### src/rtl/strait_sel_scheduler.sv
// Row mux-select sequencer: LEFT streaming, SKEW thermometer ramp, DRAIN.
// Define STRAIT_SEL_STATUS_EN to enable the busy-cycle counter on cyc_cnt.
module strait_sel_scheduler #(
  parameter int ROWS  = 4,
  parameter int LEN_W = 8
) (
  input  logic             clk,
  input  logic             rst,
  input  logic             start,
  input  logic [LEN_W-1:0] len,
  input  logic             stall,
  input  logic             abort,
  output logic [ROWS-1:0]  sel,
  output logic             busy,
  output logic             done,
  output logic [15:0]      cyc_cnt
);

  localparam int RW = $clog2(ROWS) + 1;
  localparam int CW = (LEN_W > RW) ? LEN_W : RW;

  typedef enum logic [2:0] {
    S_IDLE,
    S_LEFT,
    S_SKEW,
    S_DRAIN,
    S_DONE
  } state_t;

  state_t            r_state;
  state_t            w_state_n;
  logic [CW-1:0]     r_cnt;
  logic [CW-1:0]     w_cnt_n;
  logic [LEN_W-1:0]  r_len;
  logic [ROWS-1:0]   r_sel;
  logic [ROWS-1:0]   w_sel_n;
  logic              w_accept;
  logic              w_busy;
  logic              w_last_left;
  logic              w_last_row;

  assign w_busy      = (r_state == S_LEFT) || (r_state == S_SKEW) ||
                       (r_state == S_DRAIN);
  assign w_accept    = (r_state == S_IDLE) && start;
  assign w_last_left = (r_cnt == CW'(r_len) - CW'(1));
  assign w_last_row  = (r_cnt == CW'(ROWS - 1));

  always_comb begin
    w_state_n = r_state;
    w_cnt_n   = r_cnt;
    if (w_busy && abort) begin
      w_state_n = S_IDLE;
      w_cnt_n   = '0;
    end else begin
      case (r_state)
        S_IDLE: begin
          if (start) begin
            w_cnt_n   = '0;
            w_state_n = (len == '0) ? S_DONE : S_LEFT;
          end
        end
        S_LEFT: begin
          if (!stall) begin
            if (w_last_left) begin
              w_state_n = S_SKEW;
              w_cnt_n   = '0;
            end else begin
              w_cnt_n = r_cnt + CW'(1);
            end
          end
        end
        S_SKEW: begin
          if (!stall) begin
            if (w_last_row) begin
              w_state_n = S_DRAIN;
              w_cnt_n   = '0;
            end else begin
              w_cnt_n = r_cnt + CW'(1);
            end
          end
        end
        S_DRAIN: begin
          if (!stall) begin
            if (w_last_row) begin
              w_state_n = S_DONE;
              w_cnt_n   = '0;
            end else begin
              w_cnt_n = r_cnt + CW'(1);
            end
          end
        end
        S_DONE: begin
          w_state_n = S_IDLE;
        end
        default: begin
          w_state_n = S_IDLE;
          w_cnt_n   = '0;
        end
      endcase
    end
  end

  // sel is registered from the next state so it lines up with that state
  always_comb begin
    w_sel_n = '0;
    if (w_state_n == S_SKEW) begin
      for (int r = 0; r < ROWS; r++) begin
        w_sel_n[r] = (CW'(r) <= w_cnt_n);
      end
    end else if (w_state_n == S_DRAIN) begin
      w_sel_n = '1;
    end
  end

  always_ff @(posedge clk) begin
    if (rst) begin
      r_state <= S_IDLE;
      r_cnt   <= '0;
      r_len   <= '0;
      r_sel   <= '0;
    end else begin
      r_state <= w_state_n;
      r_cnt   <= w_cnt_n;
      r_sel   <= w_sel_n;
      if (w_accept) begin
        r_len <= len;
      end
    end
  end

  assign sel  = r_sel;
  assign busy = w_busy;
  assign done = (r_state == S_DONE);

`ifdef STRAIT_SEL_STATUS_EN
  logic [15:0] r_cyc;

  always_ff @(posedge clk) begin
    if (rst) begin
      r_cyc <= '0;
    end else if (w_accept) begin
      r_cyc <= '0;
    end else if (w_busy && (r_cyc != 16'hFFFF)) begin
      r_cyc <= r_cyc + 16'd1;
    end
  end

  assign cyc_cnt = r_cyc;
`else
  assign cyc_cnt = '0;
`endif

endmodule

### config.mk
export PLATFORM = sky130hd
export DESIGN_NAME = strait_sel_scheduler
export DESIGN_NICKNAME = d
export VERILOG_FILES = /design/src/rtl/strait_sel_scheduler.sv
export SDC_FILE = /design/constraint.sdc
export NUM_CORES = 1
export LEC_CHECK = 0
export BUFFER_PORTS_ARGS = -buffer_cell sky130_fd_sc_hd__buf_4
export CAP_MARGIN = 40
export CORE_AREA = 2 2 64 66
export CTS_CLUSTER_DIAMETER = 80
export CTS_CLUSTER_SIZE = 28
export DETAILED_ROUTE_END_ITERATION = 7
export DIE_AREA = 0 0 66 68
export PLACE_DENSITY_LB_ADDON = 0.1
export SETUP_SLACK_MARGIN = 0.5
export SLEW_MARGIN = 25
export SYNTH_ARGS = -nofsm -noshare
export SYNTH_HDL_FRONTEND = slang
export SYNTH_SLANG_ARGS = --single-unit
export TNS_END_PERCENT = 100
### constraint.sdc
create_clock -name clk -period 3.45 [get_ports clk]
set_clock_uncertainty 0.1 [all_clocks]
set_input_delay 0.5175 -clock clk [delete_from_list [all_inputs] [get_ports clk]]
set_output_delay 0.5175 -clock clk [all_outputs]
set_load 0.01 [all_outputs]
Yosys cells after proc, flatten, opt, wreduce, memory -nomap -nowiden
Cells that the tools add are included.
- order comparisons: 4
- reduce and logical (&&, ||, !) cells: 7
- mux-type cells: 19
- equal/unequal tests: 8
- add/sub/neg operators: 2
- operator list (operator ; count):
    8-bit two-way mux ; 6
    8-bit one-hot mux with 4 select lines ; 1
    3-bit two-way mux ; 9
    1-bit by 8-bit less-or-equal comparator with 1-bit output, first input constant ; 2
    2-bit by 8-bit less-or-equal comparator with 1-bit output, first input constant ; 2
    3-bit by 2-bit equality test with 1-bit output, second input constant ; 4
    3-bit one-hot mux with 4 select lines ; 1
    8-bit by 1-bit adder with 8-bit output, second input constant ; 1
    8-bit by 2-bit equality test with 1-bit output, second input constant ; 1
    8-bit equality test ; 1
    8-bit logical NOT ; 1
    4-bit two-way mux ; 2
    8-bit by 1-bit subtractor with 8-bit output, second input constant ; 1
    3-bit by 1-bit equality test with 1-bit output, second input constant ; 1
    3-bit equality test, second input constant ; 1
    3-bit logical NOT ; 1
    1-bit logical AND ; 2
    1-bit logical OR ; 2
    2-bit OR reduction ; 1
- logic and storage cells: 44
- input port bits: 13
- register bits after elaboration: 23

Logic depth before layout (Yosys ltp)
- depth after elaboration: 9
- mapped depth: 14
- gate-level depth less buffers: 11

Least setup slack after synthesis
No wires, ideal clock.
- path kind: reg-to-reg
- start: register r_len[0]
- end: register r_sel[1] (netlist: sel[1])
- period minus slack after synthesis: 2.583 ns
- data required time: 3.214 ns
- arrival: 2.347 ns
- cell stages (with the launch flop): 14
- buffers on the path: 2
- path slack: 0.867 ns
- cells stage by stage: dfxtp_1 > buf_6 > inv_1 > ha_1 > buf_2 > o21ba_1 > a221oi_1 > a41oi_1 > nor3_2 > nand2_1 > o41ai_1 > a22o_1 > a21o_2 > a41oi_2
- cells in the longest elaborated chain, start to end: 9
- elaborated cells on any way between the ends: 15
- those cells by class: add/sub (1); order compare (1); eq/ne (3); mux (10)
- RTL lines (item ; RTL line ; text):
    start: declaration ; 34 ; logic [LEN_W-1:0] r_len;
    start signal: assignment ; 126 ; r_len <= len;
    8-bit by 1-bit subtractor with 8-bit output * ; 45 ; assign w_last_left = (r_cnt == CW'(r_len) - CW'(1));
    8-bit equality test * ; 45 ;
    parallel branches: the longest is 6 deep, another holds 1-bit by 8-bit less-or-equal comparator with 1-bit output ; n/a ;
    4-bit two-way mux * ; 106 ; if (w_state_n == S_SKEW) begin
    end signal: assignment ; 124 ; r_sel <= w_sel_n;
    end: declaration ; 35 ; logic [ROWS-1:0] r_sel;
Mark *: on every way between the ends.
A chain may end at the register's enable or synchronous reset.

Worst setup path after layout
- start: register r_cnt[0]
- end: register r_sel[1] (netlist: sel[1])
- cells in the longest elaborated chain, start to end: 8
- elaborated cells on any way between the ends: 23
- those cells by class: add/sub (1); order compare (1); eq/ne (4); mux (17)
- RTL lines (item ; RTL line ; text):
    start: declaration ; 32 ; logic [CW-1:0] r_cnt;
    start signal: assignment ; 123 ; r_cnt <= w_cnt_n;
    parallel branches: the longest is 7 deep, another holds 8-bit by 1-bit adder with 8-bit output ; n/a ;
    4-bit two-way mux * ; 106 ;
Marked as above.

==> impl_metrics.env <==
export IMPL_cts_root_buffer="clkbuf_8"
export IMPL_final_setup_tns_ns=0
export IMPL_insertion_delay_ns=0.27
export IMPL_cts_max_path_buffers=2
export IMPL_critical_path_cell_chain="ha_2 -> or3b_2 -> nor3_2 -> o21ai_0 -> a211oi_1 -> a41oi_1 -> o41ai_2 -> a22o_1 -> a21o_2 -> a41oi_2"
export IMPL_wl_um=3920
export IMPL_cts_tree="done"
export IMPL_slew_headroom=0.635
export IMPL_dp_final_hpwl_um=3040
export IMPL_synth_cells=235
export IMPL_critical_path_arrival_ns=2.84
export IMPL_hold_vio_cnt_final=0
export IMPL_gr_usage_all_layers=0.200
export IMPL_grt_busiest_layer="met2"
export IMPL_synthDominantCellAreaShare=0.257
export IMPL_ys_dominant_reg_cell="dfxtp_1"
export IMPL_floorplan_core_area_um2=3860
export IMPL_cpMaxStageDelayCell="or3b_2"
export IMPL_wl_per_cell_um=13.2
export IMPL_grt_overflow_total=0
export IMPL_initial_antenna_violation_count=0
export IMPL_met3_usage_in_global_routing=0.0214
export IMPL_use_met1=0.277
export IMPL_rsz0062_at_grt="false"
export IMPL_synth_enable_flop_cells=0
export IMPL_part_of_the_yosys_area_used_for_sequential_elements=0.257
export IMPL_drive_gt1_frac=0.183
export IMPL_worst_hold_slack_ns=0.399
export IMPL_core_rowCount=23
export IMPL_cts_htree_levels=1
export IMPL_synth_ff_latch_count=23
export IMPL_numPortBuffers=18
export IMPL_min_delay_path_class="in2reg"
export IMPL_worst_setup_path_end_kind="register"
export IMPL_synth_largest_area_cell="dfxtp_1"
export IMPL_fillerInstances=394
export IMPL_fmax_mhz=357
export IMPL_grt_pass1_vias=1456
export IMPL_cts_clk_slew_worst_paths_ns=0.09
export IMPL_globalRouteMet2Util=0.316
export IMPL_synth_common_cells="nand2_1, dfxtp_1, nor2_1, a21oi_1, buf_4"
export IMPL_die_height_um=68
export IMPL_drt_iter0_markers=71
export IMPL_power_dens_cells_nw_per_um2=305
export IMPL_p_leak_nw=0.756
export IMPL_cts_sinks=23
export IMPL_data_required_time_of_the_critical_path_ns=3.49
export IMPL_ys_warnings_count=0
export IMPL_run_status="finished, final reports clean"
export IMPL_r2r_worst_path_cells=10
export IMPL_max_cap_violations=0
export IMPL_antenna_cells=0
export IMPL_leading_post_synthesis_cells_by_cell_area="dfxtp_1, buf_4, nand2_1, a21oi_1, nor2_1"
export IMPL_die_w_um=66
export IMPL_cts_hold_buffers_added=0
export IMPL_gp_congestion=0.853
export IMPL_drv_slew=0
export IMPL_min_period_ns=2.80
export IMPL_via_count=1596
export IMPL_drt_first_pass_iters=4
export IMPL_dieArea_um2=4490
export IMPL_cts_buffers_inserted=3
export IMPL_critical_path_max_fanout=6
export IMPL_post_synth_instance_area_um2=1790
export IMPL_crit_type="reg2reg"
export IMPL_power_ir_vdd_worst_v=0.000233
export IMPL_drc_errors=0
export IMPL_finalCritPeriodShare=0.812
export IMPL_post_drt_via_cell_ratio=5.39
export IMPL_setup_violations_final=0
export IMPL_post_synth_num_cell_types=54
export IMPL_syn_to_final_growth_pct=7.40
export IMPL_synth_most_common_cell="nand2_1"
export IMPL_starting_density_of_the_core=0.465
export IMPL_sort_of_element_at_the_start_of_the_critical_path="register"
export IMPL_timing_hold_worst_path_depth=3
export IMPL_total_nets_final=262
export IMPL_timing_critical_path_slowest_cell_delay_ns=0.48
export IMPL_transition_time_of_the_tightest_slew_check_pin_ns=0.545
export IMPL_average_footprint_of_a_synthesized_cell_um2=7.63
export IMPL_final_antenna_net_count=0
export IMPL_floorplan_io_pins=35
export IMPL_maximum_number_of_pins_on_one_net_before_global_route_repair=15
export IMPL_global_route_wire_length_before_repair_um=6840
export IMPL_postSynth_asyncResetShare=0
-- cell families after synthesis --
family	Yosys count	synth area share
simple gates	103	0.313
flops	23	0.257
compound gates	57	0.220
xor+xnor	14	0.0684
other cells	1	0.00209
buf+inv	35	0.126
fa+ha+maj	2	0.0140
-- critical path: cells and delay by family, from the launching register on --
| family | cells | cell delay [ns] |
|---|---|---|
| compound gates | 7 | 1.05 |
| simple gates | 2 | 0.76 |
| flops | 1 | 0.46 |
| fa+ha+maj | 1 | 0.29 |
-- area by class of cell --
cell class,count,area [µm²],area share
multi-input cells,192,1180,0.611
well taps,50,62.6,0.0325
flip-flops and latches,23,462,0.240
repair buffers,21,158,0.0819
inverters,6,22.5,0.0117
clock buffers,4,45.0,0.0234
-- repair_timing --
action	CTS	global route
setup endpoints to repair	0	3
setup buffers	0	2
resized for setup	0	6
-- state kept, by name (all words and copies together) (netlist names) --
name     count
r_state      3
r_cnt        8
r_len        8
sel          4
-- metrics by stage --
stage	setup slack (ns)	utilization	power (mW)	cells	instance area, µm²
CTS	0.556	0.492	0.592	294	1900
global route	0.510	0.499	0.624	296	1930
floorplan	0.867	-	0.402	250	1850
finish	0.648	0.499	0.588	296	1930
detailed placement	0.550	0.480	0.420	290	1850
global placement	0.593	0.480	0.422	290	1850
-- path summary, 6_finish.rpt --
path / end / slack (ns) / startpoint
worst min-delay path: r_len[0] / 0.40 / len[0]
worst max register to register: sel[1] / 0.65 / r_cnt[0]
worst max-delay path: sel[1] / 0.65 / r_cnt[0]
worst min register to register: r_len[7] / 0.40 / r_len[7]
-- layout by cell type, fill, tap and decap left out, drive strengths merged, types with 5 or more instances in the layout --
cell type  count
buf           21
dfxtp         23
nor3           5
nor2b          6
xor2           6
a21oi         18
o21ai         11
or2            5
nand3          5
conb          16
a41oi          5
nand2b         6
nand2         31
nor2          21
xnor2          8
inv            6
nor4           6
-- per-layer routing --
| layer | up-vias | wire length, µm |
|---|---|---|
| met3 | 4 | 127 |
| met2 | 24 | 1800 |
| met1 | 747 | 1920 |
| met4 | 0 | 71 |
| li1 | 821 | - |
| met5 | - | 0 |
-- power breakdown --
part	switching, mW	internal [mW]
combinational	0.0774	0.0529
clock	0.0895	0.0826
sequential	0.0121	0.273
total	0.179	0.409
No activity file was read; power rests on OpenSTA's default activity.
